**src/rtl/l1_dm_arb.sv**
```systemverilog
// l1_dm_arb: shares the single-port L1 data SRAM between the core
// load/store path and the L2 refill/evict path. Fill wins conflicts
// except when the core has lost STARVE_MAX conflicts in a row.
module l1_dm_arb #(
  parameter int WIDTH      = 32,
  parameter int DEPTH      = 1024,
  parameter int STARVE_MAX = 4,
  parameter int AW         = $clog2(DEPTH)
) (
  input  logic                 CLK,
  input  logic                 RST,
  input  logic                 core_req_val,
  output logic                 core_req_ack,
  input  logic [AW-1:0]        core_addr,
  input  logic                 core_we,
  input  logic [WIDTH/8-1:0]   core_wbe,
  input  logic [WIDTH-1:0]     core_wdata,
  output logic                 core_rdata_val,
  output logic [WIDTH-1:0]     core_rdata,
  input  logic                 fill_req_val,
  output logic                 fill_req_ack,
  input  logic [AW-1:0]        fill_addr,
  input  logic                 fill_we,
  input  logic [WIDTH-1:0]     fill_wdata,
  output logic                 fill_rdata_val,
  output logic [WIDTH-1:0]     fill_rdata,
  output logic                 mem_en,
  output logic [AW-1:0]        mem_addr,
  output logic                 mem_we,
  output logic [WIDTH/8-1:0]   mem_wbe,
  output logic [WIDTH-1:0]     mem_wdata,
  input  logic [WIDTH-1:0]     mem_rdata
);

  localparam int SW = $clog2(STARVE_MAX + 1);
  localparam logic [SW-1:0] STARVE_LIM = SW'(STARVE_MAX);

  typedef enum logic [1:0] {
    GNT_NONE,
    GNT_CORE,
    GNT_FILL
  } gnt_e;

  gnt_e          gnt;
  logic [SW-1:0] starve_cnt;
  logic          rsp_core;
  logic          rsp_fill;

  // Grant selection: fill has priority unless the core has starved.
  always_comb begin
    gnt = GNT_NONE;
    if (!RST) begin
      if (core_req_val && fill_req_val)
        gnt = (starve_cnt == STARVE_LIM) ? GNT_CORE : GNT_FILL;
      else if (core_req_val)
        gnt = GNT_CORE;
      else if (fill_req_val)
        gnt = GNT_FILL;
    end
  end

  // SRAM port drive from the granted requester; idle port is all zeros.
  always_comb begin
    core_req_ack = 1'b0;
    fill_req_ack = 1'b0;
    mem_en       = 1'b0;
    mem_addr     = '0;
    mem_we       = 1'b0;
    mem_wbe      = '0;
    mem_wdata    = '0;
    case (gnt)
      GNT_CORE: begin
        core_req_ack = 1'b1;
        mem_en       = 1'b1;
        mem_addr     = core_addr;
        mem_we       = core_we;
        mem_wbe      = core_we ? core_wbe : '0;
        mem_wdata    = core_wdata;
      end
      GNT_FILL: begin
        fill_req_ack = 1'b1;
        mem_en       = 1'b1;
        mem_addr     = fill_addr;
        mem_we       = fill_we;
        mem_wbe      = fill_we ? '1 : '0;
        mem_wdata    = fill_wdata;
      end
      default: ;
    endcase
  end

  // Count consecutive conflicts lost by the core; a core grant clears it.
  always_ff @(posedge CLK) begin
    if (RST)
      starve_cnt <= '0;
    else if (gnt == GNT_CORE)
      starve_cnt <= '0;
    else if (gnt == GNT_FILL && core_req_val)
      starve_cnt <= starve_cnt + SW'(1);
  end

  // Remember which requester owns the read data returning next cycle.
  always_ff @(posedge CLK) begin
    if (RST) begin
      rsp_core <= 1'b0;
      rsp_fill <= 1'b0;
    end else begin
      rsp_core <= (gnt == GNT_CORE) && !core_we;
      rsp_fill <= (gnt == GNT_FILL) && !fill_we;
    end
  end

  // Valids are masked by RST so a response in flight at reset is dropped.
  assign core_rdata_val = rsp_core & ~RST;
  assign fill_rdata_val = rsp_fill & ~RST;
  assign core_rdata     = mem_rdata;
  assign fill_rdata     = mem_rdata;

endmodule

```
**config.mk**
```make
export PLATFORM = sky130hd
export DESIGN_NAME = l1_dm_arb
export DESIGN_NICKNAME = d
export VERILOG_FILES = /design/src/rtl/l1_dm_arb.sv
export SDC_FILE = /design/constraint.sdc
export NUM_CORES = 1
export LEC_CHECK = 0
export ABC_AREA = 1
export BUFFER_PORTS_ARGS = -buffer_cell sky130_fd_sc_hd__buf_4
export CAP_MARGIN = 20
export CORE_AREA = 2 2 94 96
export CTS_CLUSTER_SIZE = 16
export DETAILED_ROUTE_END_ITERATION = 16
export DIE_AREA = 0 0 96 98
export PLACE_DENSITY = 0.65
export SLEW_MARGIN = 20
export SYNTH_ARGS = -nofsm -noshare
export SYNTH_HDL_FRONTEND = slang
export SYNTH_SLANG_ARGS = --single-unit
```
**constraint.sdc**
```tcl
create_clock -name CLK -period 2.77 [get_ports CLK]
set_input_delay 0.554 -clock CLK [delete_from_list [all_inputs] [get_ports CLK]]
set_output_delay 0.554 -clock CLK [all_outputs]
set_load 0.02 [all_outputs]
```
==> results.yml <==
grt:
  grt_remaining_overflow: 0
  grt_pass1_vias: 1693
  antenna_found_initial: 0
  grt_max_degree: 44
  track_usage: 0.1070
  grt_pass1_wl_mm: 8.079
routing:
  route.vias.total: 1855
  post_drt_via_cell_ratio: 4.187
  dr.pass1.iters: 4
  drt_iter0_drc: 59
  route.detailed.wl_per_inst_um: 13.02
  drc_errors: 0
  ant_nets: 0
  finalWirelength_mm: 5.769
clock_network:
  numCtsBuffers: 3
  ctsRootBufferMaster: "clkbuf_8"
  cts_sinks: 5
  post-cts-setup-buffers: 0
  insertion_delay_ns: 0.22
  clkSlewWorstSetupHoldPaths_ns: 0.04
  htreeDepth: 1
  cts_tree: "built"
  cts.repair.resized: 0
  hold_buffers: 0
  cts_buffer_depth: 2
layout:
  diodes: 0
  final_nets: 467
  fillers: 955
  instances_no_fill: 443
  post_route_cells_drive_above_1_share: 0.4627
  syn_to_final_growth_pct: 54.32
die:
  start_util: 0.1695
  die_w_um: 96
  row_count: 34
  num_io_pins: 242
  die_h_um: 98
  core-area_um2: 8466
  die-area_um2: 9408
synth:
  synth_cells: 260
  ys_seq_area_frac: 0.06975
  synth_nets: 391
  synth-seq-cells: 5
  syn_area_um2: 1435
  syn-mean-instance-area_um2: 5.520
  ys_warn_count: 0
  yosysUniqueCellTypes: 12
placement:
  port_buffers: 145
  dp_hpwl_mm: 4.715
  dp_slack_ns: 0.3045
  dp.cells: 439
  gp_congestion: 0.6872
sta:
  worst_slack_ns: 0.1429
  slew_headroom: 0.7766
  tns_ns: 0
  fin_crit_ns: 2.627
  rsz0062_at_grt: "no"
  drv_slew: 0
  period_share: 0.9484
  fin_skew_ns: 0.002387
  holdWs_ns: 0.5029
  finalHoldViolCount: 0
  fmax_ghz: 0.3806
  setup_violations: 0
  worstMarginPinSlew_ns: 0.3351
worst_setup_path:
  cp-startpoint: "starve_cnt[0]$_SDFFE_PP0P_"
  worstPathArrival_ns: 2.07
  r2r-end: "starve_cnt[0]$_SDFFE_PP0P_"
  worstSetupEndpointType: "output port"
  crit_fanout: 43
  critical_path_required_ns: 2.22
  path_class: "flip-flop to output port"
  r2r_slack_ns: 0.91
  crit_end: "mem_addr[4]"
  reg2reg_from: "starve_cnt[0]$_SDFFE_PP0P_"
  start_kind: "flip-flop"
  reg2regPathDepth: 11
outcome:
  status: "completed"
power:
  finalPower_w: 0.0004820
  p_per_area_nw_per_um2: 217.6
  p_leak_nw: 1.062
  vdd_drop_max_v: 0.0003343
worst_hold_path:
  hold_class: "input pin to flip-flop"
run:
  max_cap_violations: 0
[state kept, by name, indices dropped and copies added, names as in the netlist]
name        count
rsp_core        1
rsp_fill        1
starve_cnt      3
[placed cells by master, fill, tap and decap left out, drive strengths merged]
master / n
nand3: 7
nand4: 1
o21ai: 1
inv: 10
dfxtp: 5
clkbuf: 4
nand2: 94
nor2: 10
a21oi: 48
ha: 5
buf: 150
[report_power, final]
part / total [W] / switching, W / internal [W]
clock network: 0.000132 / 0.0000338 / 0.0000986
registers: 0.0000757 / 0.00000116 / 0.0000745
logic: 0.000274 / 0.000132 / 0.000142
total: 0.000482 / 0.000167 / 0.000315
[final cells by class]
class	count	area [µm²]	area share
Timing Repair Buffer	150	1151	0.5198
Tap cell	108	135.1	0.06102
Sequential cell	5	100.1	0.04520
Clock buffer	4	45.04	0.02034
Multi-Input combinational cell	166	745.7	0.3367
Inverter	10	37.54	0.01695
[cell families (layout without fill, tap and decap cells)]
kind of cell	count (synthesis)	count (layout)	synth area share
DFF	5	5	0.06975
AOI/OAI and AO/OA	49	49	0.1709
buffers and inverters	89	164	0.4150
adders and majority gates	5	5	0.04359
and+or+nand+nor	112	112	0.3008
[layer usage]
layer | routed length [µm] | global-route usage | share of wire
met1 | 2086 | 0.1176 | 0.36
met2 | 2973 | 0.1998 | 0.52
met3 | 556 | 0.02006 | 0.096
met4 | 152 | 0.03626 | 0.026
met5 | 0 | 0 | 0
[worst max-delay path, cell delays in order (launching register included)]
cell and delay (ns):
dfxtp_1 0.35, inv_1 0.07, ha_1 0.20, nand3_1 0.08, nand2_1 0.06, nor2_1 0.18, ha_1 0.24, buf_12 0.21
nand2_1 0.08, a21oi_1 0.17, buf_4 0.17
[stage by stage]
step                instance area (µm²)    util
floorplan                          1435       -
global placement                   2166  0.2558
detailed placement                 2166  0.2558
CTS                                2211  0.2612
global route                       2215  0.2616
finish                             2215  0.2616
[synthesized netlist by cell type]
cell type | n | area share
nand3_1 | 7 | 0.024
inv_1 | 10 | 0.026
nand4_1 | 1 | 0.0044
nor2_1 | 10 | 0.026
nand2_1 | 94 | 0.25
clkbuf_1 | 2 | 0.0052
buf_2 | 11 | 0.038
a21oi_1 | 48 | 0.17
o21ai_0 | 1 | 0.0035
dfxtp_1 | 5 | 0.070
ha_1 | 5 | 0.044
buf_4 | 66 | 0.35
[how the worst min path moves through the flow]
stage	slack [ns]	from	end	cells after the start
after global placement	0.50	starve_cnt[0]$_SDFFE_PP0P_	starve_cnt[0]$_SDFFE_PP0P_	2
after CTS	0.50	fill_we	rsp_fill$_SDFF_PP0_	2
after global routing	0.50	fill_we	rsp_fill$_SDFF_PP0_	2
after floorplan	0.48	starve_cnt[0]$_SDFFE_PP0P_	starve_cnt[0]$_SDFFE_PP0P_	2
after detailed placement	0.52	starve_cnt[2]$_SDFFE_PP0P_	starve_cnt[2]$_SDFFE_PP0P_	3
final	0.50	fill_we	rsp_fill$_SDFF_PP0_	2
Note: power is estimated with default switching activity, not from simulation.
